--- src/rtl/updown_counter_param_if.sv ---
// Signal bundle for updown_counter_param: enable, buttons and load inputs plus count/status outputs.
// The master side drives the controls; the slave side is the counter itself.
interface updown_counter_param_if #(
    parameter int WIDTH = 7
);
    logic             en;
    logic             up;
    logic             down;
    logic             load;
    logic [WIDTH-1:0] load_val;
    logic [WIDTH-1:0] number;
    logic             dir;
    logic             at_max;
    logic             at_min;
    logic             wrap_pulse;

    modport master (
        output en, up, down, load, load_val,
        input  number, dir, at_max, at_min, wrap_pulse
    );

    modport slave (
        input  en, up, down, load, load_val,
        output number, dir, at_max, at_min, wrap_pulse
    );
endinterface

--- src/rtl/updown_counter_param.sv ---
// Bounded up/down counter whose direction is chosen by press-and-release of asynchronous buttons.
// Optional button filter: define UDC_DEBOUNCE_EN to debounce with a DB_CYCLES stability window.
module updown_counter_param #(
    parameter int WIDTH     = 7,
    parameter int MIN_VAL   = 0,
    parameter int MAX_VAL   = 100,
    parameter int WRAP      = 1,
    parameter int DB_CYCLES = 4
) (
    input  logic                 clk,
    input  logic                 reset,
    updown_counter_param_if.slave bus
);

`ifdef UDC_DEBOUNCE_EN
    localparam int DB_EN = 1;
`else
    localparam int DB_EN = 0;
`endif
    localparam int DB_WIN = DB_CYCLES * DB_EN;

    localparam logic [WIDTH-1:0] MIN_W = WIDTH'(MIN_VAL);
    localparam logic [WIDTH-1:0] MAX_W = WIDTH'(MAX_VAL);
    localparam logic [WIDTH:0]   MIN_E = {1'b0, MIN_W};
    localparam logic [WIDTH:0]   MAX_E = {1'b0, MAX_W};
    localparam logic [WIDTH:0]   ONE_E = {{WIDTH{1'b0}}, 1'b1};

    typedef enum logic {
        S_DOWN = 1'b0,
        S_UP   = 1'b1
    } dir_state_e;

    // Bit 0 carries the up button, bit 1 the down button.
    logic [1:0] btn_s;
    logic [1:0] sync1_q;
    logic [1:0] sync2_q;
    logic [1:0] level_s;
    logic [1:0] prev_q;
    logic [1:0] rel_s;

    dir_state_e       state_q;
    dir_state_e       state_d;
    logic             hold_evt_s;
    logic [WIDTH-1:0] number_q;
    logic [WIDTH-1:0] number_d;
    logic             wrap_q;
    logic             wrap_d;
    logic             at_max_q;
    logic             at_min_q;

    // Returns {bound_hit, next_value}; arithmetic is one bit wider than the count.
    function automatic logic [WIDTH:0] step_up(input logic [WIDTH-1:0] v);
        logic [WIDTH:0] sum;
        sum = {1'b0, v} + ONE_E;
        if (sum > MAX_E) begin
            step_up = {1'b1, (WRAP != 0) ? MIN_W : MAX_W};
        end else begin
            step_up = {1'b0, sum[WIDTH-1:0]};
        end
    endfunction

    function automatic logic [WIDTH:0] step_down(input logic [WIDTH-1:0] v);
        logic [WIDTH:0] diff;
        diff = {1'b0, v} - ONE_E;
        if ({1'b0, v} <= MIN_E) begin
            step_down = {1'b1, (WRAP != 0) ? MAX_W : MIN_W};
        end else begin
            step_down = {1'b0, diff[WIDTH-1:0]};
        end
    endfunction

    function automatic logic [WIDTH-1:0] clamp_load(input logic [WIDTH-1:0] v);
        if ({1'b0, v} < MIN_E) begin
            clamp_load = MIN_W;
        end else if ({1'b0, v} > MAX_E) begin
            clamp_load = MAX_W;
        end else begin
            clamp_load = v;
        end
    endfunction

    assign btn_s = {bus.down, bus.up};

    // Two-flop synchronizer and release-edge history for both buttons
    always_ff @(posedge clk or negedge reset) begin
        if (!reset) begin
            sync1_q <= 2'b00;
            sync2_q <= 2'b00;
            prev_q  <= 2'b00;
        end else begin
            sync1_q <= btn_s;
            sync2_q <= sync1_q;
            prev_q  <= level_s;
        end
    end

    generate
        if (DB_WIN > 0) begin : g_debounce
            localparam int            CW   = $clog2(DB_WIN + 1);
            localparam logic [CW-1:0] LAST = CW'(DB_WIN - 1);
            for (genvar i = 0; i < 2; i++) begin : g_btn
                logic [CW-1:0] stable_cnt_q;
                logic          level_q;

                // Accept a new level only after DB_WIN consecutive differing samples
                always_ff @(posedge clk or negedge reset) begin
                    if (!reset) begin
                        stable_cnt_q <= {CW{1'b0}};
                        level_q      <= 1'b0;
                    end else if (sync2_q[i] == level_q) begin
                        stable_cnt_q <= {CW{1'b0}};
                    end else if (stable_cnt_q == LAST) begin
                        stable_cnt_q <= {CW{1'b0}};
                        level_q      <= sync2_q[i];
                    end else begin
                        stable_cnt_q <= stable_cnt_q + CW'(1);
                    end
                end

                assign level_s[i] = level_q;
            end
        end else begin : g_no_debounce
            assign level_s = sync2_q;
        end
    endgenerate

    assign rel_s = prev_q & ~level_s;

    // Direction transitions; simultaneous releases cancel and freeze the count
    always_comb begin
        state_d    = state_q;
        hold_evt_s = 1'b0;
        if (rel_s[0] && rel_s[1]) begin
            hold_evt_s = 1'b1;
        end else if (rel_s[1] && (state_q == S_UP)) begin
            state_d = S_DOWN;
        end else if (rel_s[0] && (state_q == S_DOWN)) begin
            state_d = S_UP;
        end else begin
            state_d = state_q;
        end
    end

    // Next count: load beats enable; a direction change steps in the new direction at once
    always_comb begin
        number_d = number_q;
        wrap_d   = 1'b0;
        if (bus.load) begin
            number_d = clamp_load(bus.load_val);
        end else if (!bus.en) begin
            number_d = number_q;
        end else if (hold_evt_s) begin
            number_d = number_q;
        end else if (state_d == S_UP) begin
            {wrap_d, number_d} = step_up(number_q);
        end else begin
            {wrap_d, number_d} = step_down(number_q);
        end
    end

    // Direction FSM, count value and its status flags, all registered together
    always_ff @(posedge clk or negedge reset) begin
        if (!reset) begin
            state_q  <= S_UP;
            number_q <= MIN_W;
            wrap_q   <= 1'b0;
            at_max_q <= 1'b0;
            at_min_q <= 1'b1;
        end else begin
            state_q  <= state_d;
            number_q <= number_d;
            wrap_q   <= wrap_d;
            at_max_q <= (number_d == MAX_W);
            at_min_q <= (number_d == MIN_W);
        end
    end

    assign bus.number     = number_q;
    assign bus.dir        = (state_q == S_UP);
    assign bus.at_max     = at_max_q;
    assign bus.at_min     = at_min_q;
    assign bus.wrap_pulse = wrap_q;

endmodule
--- src/flat_wrapper.sv ---
// flat-port wrapper written by rule: the top's interface ports become plain ports
module updown_counter_param_flat 
#(
    parameter int WIDTH     = 7,
    parameter int MIN_VAL   = 0,
    parameter int MAX_VAL   = 100,
    parameter int WRAP      = 1,
    parameter int DB_CYCLES = 4
)
  (clk, reset, bus_en, bus_up, bus_down, bus_load, bus_load_val, bus_number, bus_dir, bus_at_max, bus_at_min, bus_wrap_pulse);
  updown_counter_param_if #(.WIDTH(WIDTH)) bus_i ();
  input  logic clk;
  input  logic reset;
  input wire logic [$bits(bus_i.en)-1:0] bus_en;
  input wire logic [$bits(bus_i.up)-1:0] bus_up;
  input wire logic [$bits(bus_i.down)-1:0] bus_down;
  input wire logic [$bits(bus_i.load)-1:0] bus_load;
  input wire logic [$bits(bus_i.load_val)-1:0] bus_load_val;
  output wire logic [$bits(bus_i.number)-1:0] bus_number;
  output wire logic [$bits(bus_i.dir)-1:0] bus_dir;
  output wire logic [$bits(bus_i.at_max)-1:0] bus_at_max;
  output wire logic [$bits(bus_i.at_min)-1:0] bus_at_min;
  output wire logic [$bits(bus_i.wrap_pulse)-1:0] bus_wrap_pulse;
  assign bus_i.en = bus_en;
  assign bus_i.up = bus_up;
  assign bus_i.down = bus_down;
  assign bus_i.load = bus_load;
  assign bus_i.load_val = bus_load_val;
  assign bus_number = bus_i.number;
  assign bus_dir = bus_i.dir;
  assign bus_at_max = bus_i.at_max;
  assign bus_at_min = bus_i.at_min;
  assign bus_wrap_pulse = bus_i.wrap_pulse;
  updown_counter_param #(.WIDTH(WIDTH), .MIN_VAL(MIN_VAL), .MAX_VAL(MAX_VAL), .WRAP(WRAP), .DB_CYCLES(DB_CYCLES)) u_core (.clk(clk), .reset(reset), .bus(bus_i));
endmodule
--- config.mk ---
export PLATFORM = sky130hd
export DESIGN_NAME = updown_counter_param_flat
export DESIGN_NICKNAME = d
export VERILOG_FILES = /design/src/rtl/updown_counter_param_if.sv /design/src/rtl/updown_counter_param.sv /design/src/flat_wrapper.sv
export SDC_FILE = /design/constraint.sdc
export NUM_CORES = 1
export LEC_CHECK = 0
export CAP_MARGIN = 25
export CORE_MARGIN = 4
export CORE_UTILIZATION = 23
export CTS_CLUSTER_SIZE = 24
export DETAILED_ROUTE_END_ITERATION = 6
export SYNTH_ARGS = -nofsm -noshare
export SYNTH_HDL_FRONTEND = slang
export SYNTH_SLANG_ARGS = --single-unit
--- constraint.sdc ---
create_clock -name clk -period 2.33 [get_ports clk]
set_input_delay 0.699 -clock clk [delete_from_list [all_inputs] [get_ports clk]]
set_output_delay 0.699 -clock clk [all_outputs]
set_load 0.01 [all_outputs]
# Yosys cells after proc, flatten, opt, wreduce, memory -nomap -nowiden
# Index checks and enable logic that the tools add are counted.
# word_totals
wordCells,36
output_inout_bits,11
regBits,17
in_bits,13
# classes
eq_ne,1
n_reduce_logical,4
n_mux,15
order_cmp,3
bitwise_logic,3
n_addsub,2
# op_table
cell,n
$mux 7,5
$mux 8,2
$add 7x1->8 const B,1
$gt 8x7->1 const B,1
$mux 1,8
$eq 7x7->1 const B,1
$gt 7x7->1 const B,1
$le 7x1->1 const B,1
$logic_not 7->1,1
$sub 7x1->7 const B,1
$logic_and 1x1->1,3
$and 2x2->2,1
$not 2->2,1
$not 1->1,1

# Logic depth before layout (Yosys ltp)
# Gate-level depths: netlist of the first run.
# depth
ltp_word,11
mapped_depth,9

# Worst setup path after synthesis of the first run
# OpenSTA, ideal clock, no wires.
# synth_timing
kind,register to register
start,"register u_core.number_q[0], in the netlist u_core.bus.number[0]"
end,"register u_core.at_min_q, in the netlist u_core.bus.at_min"
stages_incl_launch_ff,9
setup_slack_ps,21
t_arrival_ps,2246
t_required_ps,2267
n_path_buf,1
path_cell_list,dfrtp_1 ha_1 clkbuf_1 o211ai_1 o211a_2 a21o_1 or4b_4 o21ai_2 and4_1
# synth_via
elab_chain_cells,8
# synth_lines
element,line_no,rtl
"start, declared",updown_counter_param.sv:44,logic [WIDTH-1:0] number_q;
"start signal, assigned",updown_counter_param.sv:171,number_q <= number_d;
$add 7x1->8,updown_counter_param.sv:54,"sum = {1'b0, v} + ONE_E;"
$gt 8x7->1,updown_counter_param.sv:55,if (sum > MAX_E) begin
$mux 8,updown_counter_param.sv:55,
$mux 7,updown_counter_param.sv:154,end else if (state_d == S_UP) begin
$mux 7,updown_counter_param.sv:152,end else if (hold_evt_s) begin
$mux 7 *,updown_counter_param.sv:150,end else if (!bus.en) begin
$mux 7 *,updown_counter_param.sv:148,if (bus.load) begin
$logic_not 7->1 *,updown_counter_param.sv:174,at_min_q <= (number_d == MIN_W);
"end signal, assigned",updown_counter_param.sv:174,
"end, declared",updown_counter_param.sv:49,logic at_min_q;
# Mark *: on every way between the ends. The rest lies on a longest branch, timed or not.

# Final worst setup path of the first run
# layout_timing
start,input port bus_load_val[5]
end,"register u_core.at_max_q, in the netlist u_core.bus.at_max"
# layout_via
elab_chain_cells,4
# layout_lines
element,line_no,rtl
"start, declared",flat_wrapper.sv:18,input wire logic [$bits(bus_i.load_val)-1:0] bus_load_val;
$gt 7x7->1,updown_counter_param.sv:75,"end else if ({1'b0, v} > MAX_E) begin"
$mux 7,updown_counter_param.sv:75,
$mux 7,updown_counter_param.sv:148,
named net u_core.number_d[0],updown_counter_param.sv:45,logic [WIDTH-1:0] number_d;
$eq 7x7->1,updown_counter_param.sv:173,at_max_q <= (number_d == MAX_W);
"end signal, assigned",updown_counter_param.sv:173,
"end, declared",updown_counter_param.sv:48,logic at_max_q;
# The timed path passes the listed nets, and every way through them passes these cells.

==> results of run 1 <==
==> registers in the layout (all words and copies together), names as in the netlist <==
name and flops:
u_core.bus.number 7, u_core.level_s 2, u_core.prev_q 2, u_core.sync1_q 2, u_core.bus.at_max 1, u_core.bus.at_min 1
u_core.bus.dir 1, u_core.bus.wrap_pulse 1
==> layer usage <==
metal,GRT usage,up-vias,routed length (um)
met5,0,-,0
li1,-,610,-
met4,0.0399,0,55
met2,0.179,27,1760
met1,0.145,580,1640
met3,0.00548,5,112
==> report_power, final <==
group	total (mW)	switching (mW)	internal [mW]
sequential	0.383	0.0543	0.329
clock	0.222	0.101	0.120
combinational	0.556	0.267	0.289
==> path summary, 6_finish.rpt <==
path,to,slack [ps],cells after the start
setup reg to reg,u_core.bus.at_max,90,8
hold reg to reg,u_core.level_s[0],350,0
setup / recovery,u_core.bus.at_max,90,7
max in group asynchronous,u_core.bus.dir,1330,2
min in group asynchronous,u_core.bus.at_max,760,2
hold / removal,u_core.level_s[0],350,0
==> stage by stage <==
stage / setup TNS [ps] / hold WS [ps] / area, sq um
6_report: 0 / 349 / 1990
5_1_grt: -27.1 / 372 / 1990
4_1_cts: 0 / 351 / 1810
3_5_place_dp: -1290 / 335 / 1710
3_3_place_gp: -909 / 332 / 1710
2_1_floorplan: 0 / 331 / 1250
==> kinds of logic (layout without fill, tap and decap cells) <==
kind of cell	Yosys count	in the layout	share of synthesized area
simple gates	50	50	0.228
compound gates	42	42	0.257
buf+inv	20	70	0.0798
flops	17	17	0.341
fa+ha+maj	5	5	0.0489
xor+xnor	3	3	0.0209
mux	3	3	0.0239
==> placed cells by master, fill, tap and decap left out, types with 5 or more instances in the layout <==
cell type / n
inv_1: 10
buf_4: 29
nor3_1: 5
nor2_1: 5
dfrtp_1: 12
and2_1: 5
clkdlybuf4s50_1: 19
nand2_1: 10
==> area by class of cell <==
cell class	count	area (sq um)	share of cell area
inverters	12	45.0	0.0227
flip-flops and latches	17	432	0.217
clock buffers	3	41.3	0.0208
multi-input cells	103	888	0.447
repair buffers	54	485	0.244
clock inverters	1	7.51	0.00378
well taps	70	87.6	0.0441
==> what timing repair did <==
item | in CTS | in global routing
gates resized for setup | 15 | 28
hold endpoints to repair | 0 | 0
pin swaps | 4 | 14
endpoints found under the setup margin | 2 | 4
setup buffers | 0 | 7
==> flow_metrics.env, run 1 <==
export IMPL_crit_reg2reg_launch="u_core.bus.number[0]"
export IMPL_relSlewSlack=0.706
export IMPL_finish_utilization=0.382
export IMPL_min_delay_path_class="reg2reg"
export IMPL_cellLeakagePower_nw=0.855
export IMPL_first_pass_iters=5
export IMPL_maximum_number_of_pins_on_one_net_before_global_route_repair=18
export IMPL_clock_tree_htree_level_count=1
export IMPL_route_detailed_drc=0
export IMPL_wire_length_per_cell_after_detailed_routing_um=13.7
export IMPL_final_period_utilization=0.961
export IMPL_powerDensity_nw_per_um2=584
export IMPL_die_w_um=81.9
export IMPL_fmax_mhz=447
export IMPL_irDropWorstVdd_mv=0.299
export IMPL_run_status="complete, no violations"
export IMPL_criticalPathCategory="in2reg"
export IMPL_period_needed_ps=2240
export IMPL_holdBufCountCts=0
export IMPL_max_cap_violations=0
export IMPL_cell_type_with_the_largest_total_area_after_synthesis="dfrtp_1"
export IMPL_number_of_core_rows=26
export IMPL_end_kind="flop"
export IMPL_timing_critical_path_from="bus_load_val[5]"
export IMPL_tightestPinTransition_ps=438
export IMPL_cts_buffers=3
export IMPL_setup_viol=0
export IMPL_final_fill_count=525
export IMPL_grt_first_pass_wirelength_um=5530
export IMPL_ys_dominant_reg_cell="dfrtp_1"
export IMPL_unrepaired_setup_endpoints_after_global_routing="yes"
export IMPL_synth_enable_flop_cells=0
export IMPL_crit_path_top_delay_cell="clkdlybuf4s50_1"
export IMPL_cts_path_max_buffers=2
export IMPL_groute_usage_overall=0.107
export IMPL_grt_antenna_before_repair=0
export IMPL_ys_ff_latch=17
export IMPL_fin_skew_ps=3.66
export IMPL_synthTopCellsByCount="15 x dfrtp_1, 11 x inv_1, 11 x nand2_1"
export IMPL_avgViaCountPerCell=4.70
export IMPL_antenna_violating_nets_left=0
export IMPL_cp_cell_sequence="clkdlybuf4s50_1 > o311ai_4 > and3_4 > a31oi_4 > o41ai_4 > nor4_4 > nor4b_4"
export IMPL_hold_path_startpoint="u_core.sync1_q[0]"
export IMPL_numPortBuffers=23
export IMPL_nNetsFinal=208
export IMPL_num_vias=1222
export IMPL_clock_latency_ps=250
export IMPL_floorplan_die_height_um=81.9
export IMPL_flow_area_growth_from_synthesis_pct=58.3
export IMPL_post_synth_inst_count=140
export IMPL_arrival_ps=2400
export IMPL_total_wire_length_after_detailed_routing_um=3570
export IMPL_synth_fp_nets=157
export IMPL_timing_critical_path_fanout_max=3
export IMPL_num_antenna_cells=0
export IMPL_synth_warnings=0
export IMPL_worst_path_largest_cell_delay_ps=530
export IMPL_final_hold_violation_count=0
export IMPL_cts_root_buffer="clkbuf_8"
export IMPL_grt_pass1_vias=1146
export IMPL_drive_gt1_frac=0.379
export IMPL_synth_sequential_area_ratio=0.341
export IMPL_stdcell_count=260
export IMPL_number_of_drc_markers_in_iteration_0=86
export IMPL_io_pins=24
export IMPL_worst_ep_required_time_ps=2490
export IMPL_synth_largest_type_area_fraction=0.299
export IMPL_cts_tree="done"
export IMPL_clock_sinks=17
export IMPL_post_synth_instance_area_sq_um=1250
export IMPL_gr_total_overflow=0
export IMPL_synthesis_area_per_instance_sq_um=8.96
export IMPL_async_reset_ff_frac=1.00
export IMPL_timing_max_transition_violations_final=0
export IMPL_crit_buf_inv=1
export IMPL_hpwl_um=2700
export IMPL_finalWorstSetupSlack_ps=91.9
export IMPL_initial_utilization=0.241
export IMPL_cp_start_kind="primary input"
export IMPL_critPathTopFamily="simple AND/OR/NAND/NOR gates"
export IMPL_dp_worst_setup_slack_ps=-566
export IMPL_floorplan_die_area_sq_um=6700
export IMPL_clock_input_transition_at_the_sequential_cells_of_the_worst_setup_and_hold_paths_ps=70
export IMPL_gp_congestion=0.860
export IMPL_core_region_area_sq_um=5200
export IMPL_synth_most_common_cell="dfrtp_1"
export IMPL_number_of_placed_instances_taps_included=250
export IMPL_unique_cell_type_count_in_the_yosys_netlist=49
export IMPL_largest_cells_by_area_after_synthesis="dfrtp_1 30%, dfstp_2 4.2%, ha_1 4.0%, inv_1 3.3%, nand2_1 3.3%"
export IMPL_post_layout_total_power_mw=1.16
Power figures use the tool's default switching activity.
==> run 2, diff against run 1 <==
--- a/config.mk
+++ b/config.mk
@@ -10,6 +10,7 @@
 export CORE_UTILIZATION = 23
 export CTS_CLUSTER_SIZE = 24
 export DETAILED_ROUTE_END_ITERATION = 6
+export GPL_ROUTABILITY_DRIVEN = 1
 export SYNTH_ARGS = -nofsm -noshare
 export SYNTH_HDL_FRONTEND = slang
 export SYNTH_SLANG_ARGS = --single-unit
==> results of run 2 <==
Same layout as run 1: the final DEF is identical, and so are final timing and power.
==> variant, RTL diff (settings of run 1) <==
`WIDTH` is set to 7 in 3 places; all go to 14.
--- a/src/rtl/updown_counter_param_if.sv
+++ b/src/rtl/updown_counter_param_if.sv
@@ -2,5 +2,5 @@
 // The master side drives the controls; the slave side is the counter itself.
 interface updown_counter_param_if #(
-    parameter int WIDTH = 7
+    parameter int WIDTH = 14
 );
     logic             en;
--- a/src/rtl/updown_counter_param.sv
+++ b/src/rtl/updown_counter_param.sv
@@ -2,5 +2,5 @@
 // Optional button filter: define UDC_DEBOUNCE_EN to debounce with a DB_CYCLES stability window.
 module updown_counter_param #(
-    parameter int WIDTH     = 7,
+    parameter int WIDTH     = 14,
     parameter int MIN_VAL   = 0,
     parameter int MAX_VAL   = 100,
--- a/src/flat_wrapper.sv
+++ b/src/flat_wrapper.sv
@@ -2,5 +2,5 @@
 module updown_counter_param_flat 
 #(
-    parameter int WIDTH     = 7,
+    parameter int WIDTH     = 14,
     parameter int MIN_VAL   = 0,
     parameter int MAX_VAL   = 100,
Interface: changed (resized bus_load_val and bus_number); port bits go from 24 to 38. No check against the original RTL was run, so the function may have changed too.
==> variant against run 1 <==
  * The run now ends with setup timing left
  * Power rose by 51%
  * Final area rose by 57%
  * Worst setup slack got worse by 0.32 ns
  * Sequential cell count rose by 7
  * Die area rose by 33%
  * Synthesized area rose by 37%
  * Wire length rose by 67%
==> variant: results (changes against run 1) <==
Parameter                              Value

Run status
  Result of the run    finished with violations
  Violated checks    setup timing

Synth
  Area fraction in compound gates after synthesis    0.198 (-0.0588)
  Proportion of synthesized area in mux cells    0.0182 (-0.00576)
  Largest cells by area after synthesis    dfrtp_1, nor2_1, xnor2_1
  Post-synthesis sequential area ratio    0.350 (+0.00931)
  Synthesized instance count    200 (+43%)
  Synth unique cells    58 (+18%)
  Arithmetic-cell share of the synthesized area counting full adders, half adders and majority gates    0.0276 (-0.0212)
  Post-Syn Nets    223 (+42%)
  Xor and xnor area share after synthesis    0.0610 (+0.0401)

Power
  Worst IR drop on VDD    301 uV (+0.78%)
  Leakage power figure    0.00131 uW (+53%)
  Switching share of total power    0.340 (-0.0242)

Finish
  Post-layout nets    339 (+63%)
  Proportion of layout cells with a drive suffix above 1    0.425 (+0.0464)
  Count of placed standard cells in the final layout, fillers left out    414 (+59%)
  Number of filler cells placed in the layout    682 (+30%)
  Number of flip-flops under the largest register name    14 (+7)

GRT
  Met3 Use GR    0.0183 (+0.0128)
  Met2 track utilization from global routing    0.225 (+0.0461)

Placed design
  Gp weighted congestion    0.955 (+11%)
  Number of buffer cells added on primary ports    37 (+61%)
  Post-detail-place hpwl    4490 um (+66%)

CTS
  Insertion delay of the later-clocked pin in the worst-skew pair    0.27 ns (+0.02 ns)
  Clk pin slew, worst setup/hold paths    0.09 ns (+0.02 ns)

Timing
  Crit path setup slack, layout    -0.225 ns (-0.317 ns)
  TNS Setup    -0.673 ns (-0.673 ns)
  Setup violators final    5 (+5)

Worst hold path
  Min-Delay Endpoint    u_core.level_s[1]
  Worst Min Path Start    u_core.sync1_q[1]

Drt
  Routed wire length on met3    303 um (+170%)
  Total met2 wirelength after detailed routing    2960 um (+68%)
  Total wire length    5950 um (+67%)
  Initial DRC count    134 (+56%)

Critical path
  Maximum fanout along the worst path    6 (+3)
-- variant: power groups by stage --
stage | registers [uW] | logic (uW) | clock network [uW]
global placement | 507 | 696 | 0
CTS | 505 | 789 | 377
detailed placement | 508 | 700 | 0
finish | 509 | 873 | 369
floorplan | 515 | 346 | 0
global route | 517 | 932 | 391
-- variant: area by class of cell --
| type | count | share of cell area |
|---|---|---|
| multi-input combinational | 151 | 0.391 |
| clock buffer | 3 | 0.0132 |
| tap | 99 | 0.0397 |
| timing repair buffer | 126 | 0.340 |
| sequential | 24 | 0.194 |
| inverter | 10 | 0.0120 |
| clock inverter | 1 | 0.00963 |
-- variant: per-stage QoR --
| stage | power, uW | setup slack, ns | instance area, sq um |
|---|---|---|---|
| after floorplan | 861 | -0.273 | 1770 |
| after global placement | 1200 | -0.434 | 2720 |
| after detailed placement | 1210 | -0.513 | 2720 |
| after CTS | 1670 | -0.214 | 2990 |
| after global routing | 1840 | -0.365 | 3120 |
| final | 1750 | -0.225 | 3120 |
-- variant: what timing repair did --
item / CTS / global route
hold buffers: 0 / 0
setup buffers: 11 / 5
pin swaps: 18 / 4
resized for setup: 24 / 20
endpoints found under the setup margin: 8 / 9
-- variant: worst max path at each step --
| stage | end | cells after the start | startpoint |
|---|---|---|---|
| CTS | u_core.bus.at_min | 10 | u_core.bus.number[1] |
| floorplan | u_core.bus.at_max | 11 | u_core.bus.number[0] |
| global route | u_core.bus.at_max | 9 | u_core.bus.number[8] |
| finish | u_core.bus.at_max | 8 | u_core.bus.number[0] |
| global placement | u_core.bus.at_min | 9 | u_core.bus.number[0] |
| detailed placement | u_core.bus.at_min | 9 | u_core.bus.number[0] |
